--- config.mk ---
export PLATFORM = sky130hd
export DESIGN_NAME = dac_config_sequencer
export DESIGN_NICKNAME = d
export VERILOG_FILES = /design/src/rtl/dac_config_sequencer.sv
export SDC_FILE = /design/constraint.sdc
export NUM_CORES = 1
export LEC_CHECK = 0
export ABC_AREA = 1
export BUFFER_PORTS_ARGS = -buffer_cell sky130_fd_sc_hd__buf_2
export CORE_MARGIN = 2
export CORE_UTILIZATION = 35
export DETAILED_ROUTE_END_ITERATION = 10
export RECOVER_POWER = 100
export SLEW_MARGIN = 40
export SYNTH_ARGS = -nofsm -noshare
export SYNTH_HDL_FRONTEND = slang
export SYNTH_SLANG_ARGS = --single-unit
--- constraint.sdc ---
create_clock -name clk -period 14.35 [get_ports clk]
set_input_delay 3.5875 -clock clk [delete_from_list [all_inputs] [get_ports clk]]
set_output_delay 3.5875 -clock clk [all_outputs]
set_load 0.05 [all_outputs]
--- src/rtl/dac_config_sequencer.sv ---
// Serialises one parallel register write into the gpio_ctrl bit-serial protocol:
// sdata plus a per-register strobe, LSB first, framed by select_out.
module dac_config_sequencer #(
  parameter int unsigned DATA_WIDTH   = 256,
  parameter int unsigned GPIO_WIDTH   = 16,
  parameter int unsigned PHASE_CYCLES = 2,
  parameter int unsigned MUX_PULSES   = 8
) (
  input  logic                  clk,
  input  logic                  rst,
  input  logic                  cfg_valid,
  output logic                  cfg_ready,
  input  logic [2:0]            cfg_target,
  input  logic [DATA_WIDTH-1:0] cfg_data,
  output logic [GPIO_WIDTH-1:0] gpio_ctrl,
  output logic                  select_out,
  output logic                  busy,
  output logic                  done,
  output logic                  err
);

  localparam int unsigned PhaseW = $clog2(PHASE_CYCLES + 1);
  localparam int unsigned IdxW   = $clog2(DATA_WIDTH + 1);

  localparam logic [2:0] TgtMux     = 3'd0;
  localparam logic [2:0] TgtCycle   = 3'd1;
  localparam logic [2:0] TgtMask    = 3'd2;
  localparam logic [2:0] TgtLock    = 3'd3;
  localparam logic [2:0] TgtPreDly  = 3'd4;
  localparam logic [2:0] TgtPostDly = 3'd5;

  // gpio_ctrl bit positions expected by the dac_driver gpio decoder
  localparam int unsigned SdataBit    = 0;
  localparam int unsigned MuxClkBit   = 1;
  localparam int unsigned CycleClkBit = 2;
  localparam int unsigned MaskClkBit  = 3;
  localparam int unsigned LockClkBit  = 4;
  localparam int unsigned PreClkBit   = 5;
  localparam int unsigned PostClkBit  = 6;

  typedef enum logic [2:0] {StIdle, StSetup, StHigh, StLow, StDone} state_e;

  state_e                state_q, state_d;
  logic [2:0]            target_q, target_d;
  logic [DATA_WIDTH-1:0] data_q, data_d;
  logic [IdxW-1:0]       bit_idx_q, bit_idx_d;
  logic [PhaseW-1:0]     phase_cnt_q, phase_cnt_d;

  logic            phase_end;
  logic [IdxW-1:0] last_idx;

  assign phase_end = (phase_cnt_q == PhaseW'(PHASE_CYCLES - 1));
  assign last_idx  = (target_q == TgtMux) ? IdxW'(MUX_PULSES - 1) : IdxW'(DATA_WIDTH - 1);

  always_ff @(posedge clk or posedge rst) begin
    if (rst) begin
      state_q     <= StIdle;
      target_q    <= '0;
      data_q      <= '0;
      bit_idx_q   <= '0;
      phase_cnt_q <= '0;
    end else begin
      state_q     <= state_d;
      target_q    <= target_d;
      data_q      <= data_d;
      bit_idx_q   <= bit_idx_d;
      phase_cnt_q <= phase_cnt_d;
    end
  end

  always_comb begin
    state_d     = state_q;
    target_d    = target_q;
    data_d      = data_q;
    bit_idx_d   = bit_idx_q;
    phase_cnt_d = phase_cnt_q;
    unique case (state_q)
      StIdle: begin
        if (cfg_valid) begin
          target_d    = cfg_target;
          data_d      = cfg_data;
          bit_idx_d   = '0;
          phase_cnt_d = '0;
          state_d     = (cfg_target > TgtPostDly) ? StDone : StSetup;
        end
      end
      StSetup: begin
        if (phase_end) begin
          phase_cnt_d = '0;
          state_d     = StHigh;
        end else begin
          phase_cnt_d = phase_cnt_q + 1'b1;
        end
      end
      StHigh: begin
        if (phase_end) begin
          phase_cnt_d = '0;
          state_d     = StLow;
        end else begin
          phase_cnt_d = phase_cnt_q + 1'b1;
        end
      end
      StLow: begin
        if (phase_end) begin
          phase_cnt_d = '0;
          if (bit_idx_q == last_idx) begin
            state_d = StDone;
          end else begin
            state_d   = StSetup;
            bit_idx_d = bit_idx_q + 1'b1;
            // MUX repeats bit 0 on every pulse, so its data never shifts
            if (target_q != TgtMux) data_d = data_q >> 1;
          end
        end else begin
          phase_cnt_d = phase_cnt_q + 1'b1;
        end
      end
      StDone:  state_d = StIdle;
      default: state_d = StIdle;
    endcase
  end

  always_comb begin
    gpio_ctrl  = '0;
    select_out = 1'b0;
    cfg_ready  = (state_q == StIdle) && !rst;
    busy       = (state_q != StIdle);
    done       = (state_q == StDone);
    err        = (state_q == StDone) && (target_q > TgtPostDly);
    if (state_q == StSetup || state_q == StHigh || state_q == StLow) begin
      select_out          = 1'b1;
      gpio_ctrl[SdataBit] = data_q[0];
    end
    if (state_q == StHigh) begin
      case (target_q)
        TgtMux:     gpio_ctrl[MuxClkBit]   = 1'b1;
        TgtCycle:   gpio_ctrl[CycleClkBit] = 1'b1;
        TgtMask:    gpio_ctrl[MaskClkBit]  = 1'b1;
        TgtLock:    gpio_ctrl[LockClkBit]  = 1'b1;
        TgtPreDly:  gpio_ctrl[PreClkBit]   = 1'b1;
        TgtPostDly: gpio_ctrl[PostClkBit]  = 1'b1;
        default:    ;
      endcase
    end
  end

endmodule
Yosys cells after proc, flatten, opt, wreduce, memory -nomap -nowiden. Cells that the tools add are included.

Register bits after elaboration: 273. Bits in latches: 0. Bits in writable memories: 0. Bits in read-only memories: 0. Input port bits: 262. Output and inout bits: 21. Word-level logic and storage cells: 72. Memories: 0.

$add $sub $neg: 2. Multipliers: 0. Div/mod/pow operators: 0. Order comparisons: 2. Eq/ne operators: 17. Shift operators: 0. Multiplexer cells: 29. Bitwise logic cells: 0. Reduce and logical (&&, ||, !) cells: 17.

Operator list (number): $mux 256 (4); $pmux 256 s2 (1); $mux 9 (3); $mux 3 (6); $pmux 9 s2 (1); $eq 3x2->1 const B (4); $ne 2x2->1 const B (6); $pmux 3 s4 (1); $add 9x1->9 const B (1); $eq 3x3->1 const B (3); $eq 9x8->1 (1); $mux 1 (8); $mux 8 (1); $reduce_and 4->1 (2); $eq 3x1->1 const B (2); $gt 3x3->1 const B (2); $logic_not 3->1 (2); $mux 6 (1); $reduce_bool 3->1 (2); $reduce_and 5->1 (1); $mux 2 (2); $pmux 2 s2 (1); $reduce_and 2->1 (2); $reduce_bool 2->1 (2); 6 further kinds (8).

Longest topological paths before layout. Gate-level depths: netlist of run 1.

Word-level depth: 6. Gate-level depth with buffers: 11.

Least setup slack after synthesis of run 1. OpenSTA, ideal clock, no wires.

Kind: in2out. Start: input port rst. End: output port cfg_ready. Data arrival time: 4.241 ns. Slack: 6.521 ns. Cell stages on the path: 1. Path buffers: 0. Path through: nor2_1.

Longest elaborated chain between the ends: 2.

Ends and longest elaborated chain: start: declaration (line 10) `input logic rst,`; $logic_not 1->1 (line 126) `cfg_ready = (state_q == StIdle) && !rst;`; $logic_and 1x1->1 (line 126); end: declaration (line 12) `output logic cfg_ready,`.

Every way passes these cells.

Worst setup path in the final report of run 1.
Start: input port cfg_valid. End: register data_q[102].

Longest elaborated chain between the ends: 2.

Ends and longest elaborated chain: start: declaration (line 11) `input logic cfg_valid,`; $ne 2x2->1 (no source line); $reduce_and 5->1 (no source line); end signal: assignment (line 65) `data_q <= data_d;`; end: declaration (line 45) `logic [DATA_WIDTH-1:0] data_q, data_d;`.

Every way passes these cells. A chain may end at the register's enable or synchronous reset.

==> results of run 1 <==
==> through the flow <==
| step | power [uW] | worst slack (ns) |
|---|---|---|
| 2_1_floorplan | 804 | 3.24 |
| 3_3_place_gp | 843 | 6.65 |
| 3_5_place_dp | 845 | 6.66 |
| 4_1_cts | 1690 | 6.66 |
| 5_1_grt | 1730 | 5.33 |
| 6_report | 1660 | 6.27 |
==> final cells by class <==
cell class	count	area, um2	area share, %
Sequential cell	273	6830	44.1
Multi-Input combinational cell	895	5390	34.8
Timing Repair Buffer	285	1500	9.68
Clock buffer	40	870	5.61
Tap cell	468	586	3.78
Clock inverter	16	216	1.40
Inverter	24	91.3	0.589
Antenna cell	5	12.5	0.0807
==> where the power goes <==
group          internal [uW]  leakage (uW)  switching (uW)
Sequential               770       0.00378               0
Combinational           26.8       0.00234            32.0
Clock                    514      0.000531             318
==> logic make-up (layout without fill, tap and decap cells) <==
kind of cell             count (synthesis)  count (layout)  share of synthesized area [%]
other                                    1              14                         0.0288
buffers and inverters                  118             365                           6.27
AND/OR/NAND/NOR                        360             360                           11.0
multiplexers                           255             255                           19.6
adder cells (fa/ha/maj)                  1               1                         0.0962
AO/OA/AOI/OAI                          268             268                           10.3
XOR/XNOR                                 2               2                          0.135
flip-flops                             273             273                           52.5
==> critical path, stage by stage <==
cell	delay [ns]
clkbuf_1	0.09
inv_1	0.05
nand2_1	0.06
nand2_1	0.12
nor2_2	0.05
nand2_1	1.65
clkbuf_1	2.38
o21ai_0	0.27
==> flip-flops by register name, summed over array words and instances (netlist names) <==
register	flops
data_q	256
phase_cnt_q	2
state_q	3
target_q	3
bit_idx_q	9
==> layout by cell type, fill, tap and decap left out, drive strengths merged <==
master,count
dfrtp,273
a21oi,7
and3,1
inv,22
nand3,18
ha,1
a31oi,1
buf,269
nor3,6
o211ai,1
conb,9
nor4,2
nor2,23
clkbuf,56
mux2i,255
o21ai,259
clkinv,9
nor3b,2
nand2,306
bufinv,5
clkinvlp,4
xor2,1
xnor2,1
nand4,2
diode,5
==> routing by layer <==
layer	vias up	wire length [um]
li1	4802	-
met1	4371	13400
met2	219	12600
met3	42	2090
met4	8	542
met5	-	48
==> worst max-delay path by stage <==
stage	start	cells after the start	slack, ns	endpoint
after floorplan	rst	1	3.24	bit_idx_q[0]
after global placement	rst	3	6.65	cfg_ready
after detailed placement	rst	3	6.66	cfg_ready
after CTS	rst	3	6.66	cfg_ready
after global routing	cfg_valid	8	5.33	data_q[23]
final	cfg_valid	8	6.27	data_q[102]
==> reports/metrics.csv, run 1 <==
stage;metric;value;unit
power;power_density;107;mW/mm2
worst_hold_path;hold_start;data_q[232];
logic_synthesis;synth_top_cell_by_area;dfrtp_1;
floorplan;io_pins;283;
grt;grt_max_degree;137;
cells_and_area;area_growth;19.1;%
logic_synthesis;synth_edf_count;0;
logic_synthesis;syn_inst;1278;
cells_and_area;fin_area;0.0155;mm2
grt;global_route.usage.met2;22.6;%
cts;clk_pin_slew;0.06;ns
cts;cts_tree;yes;
sta;fin_crit_sh;56.3;%
worst_hold_path;holdCritPathClass;reg2reg;
sta;max_freq;124;MHz
cts;cts.repair.resized;0;
status;violations;max-capacitance violations, max-slew violations;
cells_and_area;drive_above_1_share;21.6;%
grt;top_usage_layer;met2;
setup_path;cp-start-kind;input pin;
routing;first_pass_iters;5;
cells_and_area;final_cell_count_no_fill;2006;
cts;ctsHoldBuffers;0;
grt;grt_pass1_wl;47500;um
logic_synthesis;synth_ff_type;dfrtp_1;
cts;cts_setup_buffers;0;
sta;rsz0062_at_grt;false;
sta;fin_tns_setup;0;ns
grt;antenna_found_initial;9;
sta;finalSetupViolCount;0;
floorplan;die_w;197;um
placement;dp_hpwl;19300;um
floorplan;die_y;197;um
sta;fin_hold_ws;0.478;ns
sta;finClkSkew;0.00701;ns
logic_synthesis;synth.ff_latch_count;273;
run;maxCapViolations;5;
cts;clockRootBuffer;clkbuf_16;
placement;placed_area;0.0145;mm2
routing;drtAntennaViolNets;0;
grt;grt_pass1_vias;9264;
setup_path;critPathKind;in2reg;
sta;period_minus_slack;8.08;ns
logic_synthesis;syn_area;0.0130;mm2
cts;cts-htree-levels;1;
cells_and_area;fin_util;42.3;%
cts;insertion_delay;0.55;ns
worst_hold_path;min_to;data_q[232];
sta;slew_viol_final;485;
cells_and_area;n_fill_cell;3634;
power;p_leak;0.00665;uW
grt;overflow;0;
logic_synthesis;yosys-top-cells-count;nand2_1 (303), dfrtp_1 (273), mux2i_1 (255);
routing;via_per_inst;4.71;
cts;cts_sinks;273;
logic_synthesis;synth_warnings;0;
placement;dpl.cell_count;1944;
setup_path;reg2reg_slack;8.12;ns
grt;grt.met1_usage;20.6;%
placement;place_congestion;0.744;
logic_synthesis;ys_seq_area_share;52.5;%
floorplan;dieArea;0.0387;mm2
logic_synthesis;async_flop_share;100;%
floorplan;core_area;0.0366;mm2
setup_path;rr_endpoint;data_q[102];
routing;vias;9442;
worst_hold_path;min_delay_path_depth;2;
placement;portBuffers;273;
logic_synthesis;yosysMostFrequentCell;nand2_1;
routing;wl_per_cell;14.3;um
setup_path;reg2regPathDepth;10;
logic_synthesis;ys_types;32;
cells_and_area;fin_nets;1773;
sta;final-hold-violation-count;0;
setup_path;worst-path-max-fanout;97;
status;status;finished, violations left;
grt;grtUsageTotal;14.8;%
routing;drt_iter0_drc;520;
power;vdd_drop_max;0.106;mV
logic_synthesis;avgSynthCellArea;10.2;um2
floorplan;rows;70;
logic_synthesis;synth_area_leaders;dfrtp_1 (53%), mux2i_1 (20%), nand2_1 (8.7%);
setup_path;r2r_start;state_q[2];
setup_path;critPathArrivalTime;8.37;ns
floorplan;start_util;35.5;%
setup_path;worstSetupEndpointType;register;
cts;cts_max_path_buffers;3;
grt;grt_use_met3;4.12;%
sta;slew-limit-headroom;-312;%
cts;cts_buffers;31;
routing;totalWireLength;28700;um
routing;drc_errors;0;
logic_synthesis;synth_top_area_share;52.5;%
setup_path;critPathRequiredTime;14.64;ns
sta;tightest_slew;6.14;ns
Note: power is estimated with default switching activity, not from simulation.
==> run 2, diff against run 1 <==
clock period = 6.9 ns   (was 14.35 ns; I/O delays follow)
==> run 2 against run 1 <==
  * The run still ends with max-capacitance violations, max-slew violations left
  * Sequential power up 110%
  * Sequential share of layout area up 0.057 points
  * Core utilization down 0.055 points
  * Largest power group unchanged
  * Combinational power up 110%
  * Critical endpoint is now data_q[230]
==> reports/metrics.csv, run 2 (synthesis results as in run 1) <==
stage;metric;value;unit;change
placement;portBuffers;273;;unchanged
cells_and_area;final_cell_mix;nand2_1 (303), dfrtp_1 (273), buf_2 (260), mux2i_1 (255), o21ai_0 (254);;
routing;first_pass_iters;5;;unchanged
power;p_leak;0.00662;uW;-0.42%
cts;clk_pin_slew;0.06;ns;about the same
routing;drt_iter0_drc;530;;+1.9%
sta;fin_hold_ws;0.483;ns;+0.00506 ns
setup_path;cp-start-kind;input pin;;
routing;via_per_inst;4.71;;+0.11%
cells_and_area;seq_area;0.00683;mm2;unchanged
floorplan;io_pins;283;;unchanged
cts;cts_sinks;273;;unchanged
floorplan;start_util;35.5;%;unchanged
sta;finClkSkew;0.0114;ns;+0.00436 ns
cells_and_area;largest_reg_flops;256;;unchanged
floorplan;rows;70;;unchanged
power;vdd_drop_max;0.185;mV;+74%
placement;dp_hpwl;19100;um;-0.79%
power;p_seq_share;48.0;%;+1.7 points
sta;fin_tns_setup;0;ns;unchanged
status;status;finished, violations left;;
cts;insertion_delay;0.57;ns;+0.02 ns
grt;grt_max_degree;231;;+69%
worst_hold_path;hold_start;data_q[203];;
cells_and_area;top_regs;data_q: 256 flops, bit_idx_q: 9 flops;;
routing;vias;9452;;+0.11%
routing;wl_per_cell;14.4;um;+0.53%
power;power_density;215;mW/mm2;+100%
run;maxCapViolations;2;;-3
sta;finalSetupViolCount;0;;unchanged
setup_path;critPathKind;in2async;;
cts;cts_setup_buffers;0;;unchanged
routing;drc_errors;0;;unchanged
worst_hold_path;holdCritPathClass;reg2reg;;
setup_path;startpoint;rst;;
floorplan;die_y;197;um;unchanged
power;power_switching_share;21.6;%;+0.49 points
sta;final-hold-violation-count;0;;unchanged
routing;drtAntennaViolNets;0;;unchanged
cts;clockRootBuffer;clkbuf_16;;
sta;max_freq;244;MHz;
power;combPwrFrac;3.7;%;+0.2 points
status;violations;max-capacitance violations, max-slew violations;;
cts;ctsHoldBuffers;0;;unchanged
power;intPower;2610;uW;+99%
floorplan;die_w;197;um;unchanged
grt;grt_pass1_wl;47600;um;+0.25%
cells_and_area;multi_input_area;0.00539;mm2;about the same
setup_path;r2r_start;state_q[2];;
cells_and_area;mostFrequentLayoutCell;nand2_1;;
grt;grt_pass1_vias;9296;;+0.35%
floorplan;core_area;0.0366;mm2;unchanged
sta;period_minus_slack;4.10;ns;
cells_and_area;fin_nets;1774;;+0.056%
sta;slew-limit-headroom;-63.4;%;+250 points
cells_and_area;regMostFlops;data_q;;
sta;fin_crit_sh;59.5;%;
cells_and_area;n_fill_cell;3578;;-1.5%
placement;place_congestion;0.769;;+3.4%
power;p_clk_share;48.3;%;-1.8 points
cts;cts_max_path_buffers;3;;unchanged
sta;slew_viol_final;67;;-86%
cells_and_area;area_growth;19.0;%;
power;switchingPower;719;uW;+110%
cts;cts.repair.resized;0;;unchanged
cells_and_area;drive_above_1_share;21.1;%;-0.49 points
routing;totalWireLength;28800;um;+0.53%
grt;antenna_found_initial;13;;+4
sta;rsz0062_at_grt;false;;
cts;cts-htree-levels;1;;unchanged
grt;grtUsageTotal;14.8;%;about the same
setup_path;worstSetupEndpointType;async pin;;
setup_path;critPathRequiredTime;7.06;ns;-7.58 ns
setup_path;worst-path-max-fanout;44;;-55%
grt;overflow;0;;unchanged
cts;cts_buffers;31;;unchanged
floorplan;dieArea;0.0387;mm2;unchanged
sta;tightest_slew;2.45;ns;-3.69 ns
setup_path;critPathArrivalTime;4.27;ns;-4.10 ns
cts;cts_tree;yes;;
run 2: power groups by stage:
stage | Sequential, uW | Combinational [uW] | Clock (uW)
final | 1600 | 123 | 1610
after global routing | 1600 | 138 | 1730
after CTS | 1600 | 128 | 1670
after detailed placement | 1630 | 128 | 0
after global placement | 1630 | 126 | 0
after floorplan | 1630 | 41.6 | 0
run 2: area by class of cell:
class,instances,area share [%]
flip-flops and latches,273,44.1
diodes,7,0.113
multi-input cells,895,34.8
clock inverters,9,0.679
well taps,468,3.78
repair buffers,286,10.1
clock buffers,44,5.72
inverters,24,0.590
run 2: stage by stage:
stage	total power (uW)	instances	cell area, um2	utilization (%)	worst slack, ns
6_report	3330	2006	15500	42.3	2.80
4_1_cts	3400	1997	15400	42.2	2.98
3_5_place_dp	1760	1944	14500	39.5	2.98
3_3_place_gp	1760	1942	14400	39.3	2.97
5_1_grt	3470	2002	15500	42.2	2.18
2_1_floorplan	1670	1286	13000	-	1.57
run 2: worst max-delay path, stage by stage:
cell	delay [ns]
clkbuf_1	0.09
clkinvlp_2	0.61
clkbuf_1	1.80
run 2: worst paths after layout:
| kind | slack (ns) | endpoint | cells past startpoint |
|---|---|---|---|
| worst max register to register | 2.88 | data_q[141] | 10 |
| min in group asynchronous | 1.34 | data_q[22] | 2 |
| worst min register to register | 0.48 | data_q[203] | 2 |
| worst min-delay path | 0.48 | data_q[203] | 2 |
| worst max-delay path | 2.80 | data_q[230] | 3 |
| max in group clk | 2.80 | cfg_ready | 3 |
run 2: per-layer routing:
metal  GRT usage, %  vias to the layer above  wire (um)
met4           3.54                       12        589
met3           4.79                       46       1980
met1           20.2                     4378      13400
met2           22.7                      195      12800
met5              0                        -         69
li1               -                     4821          -
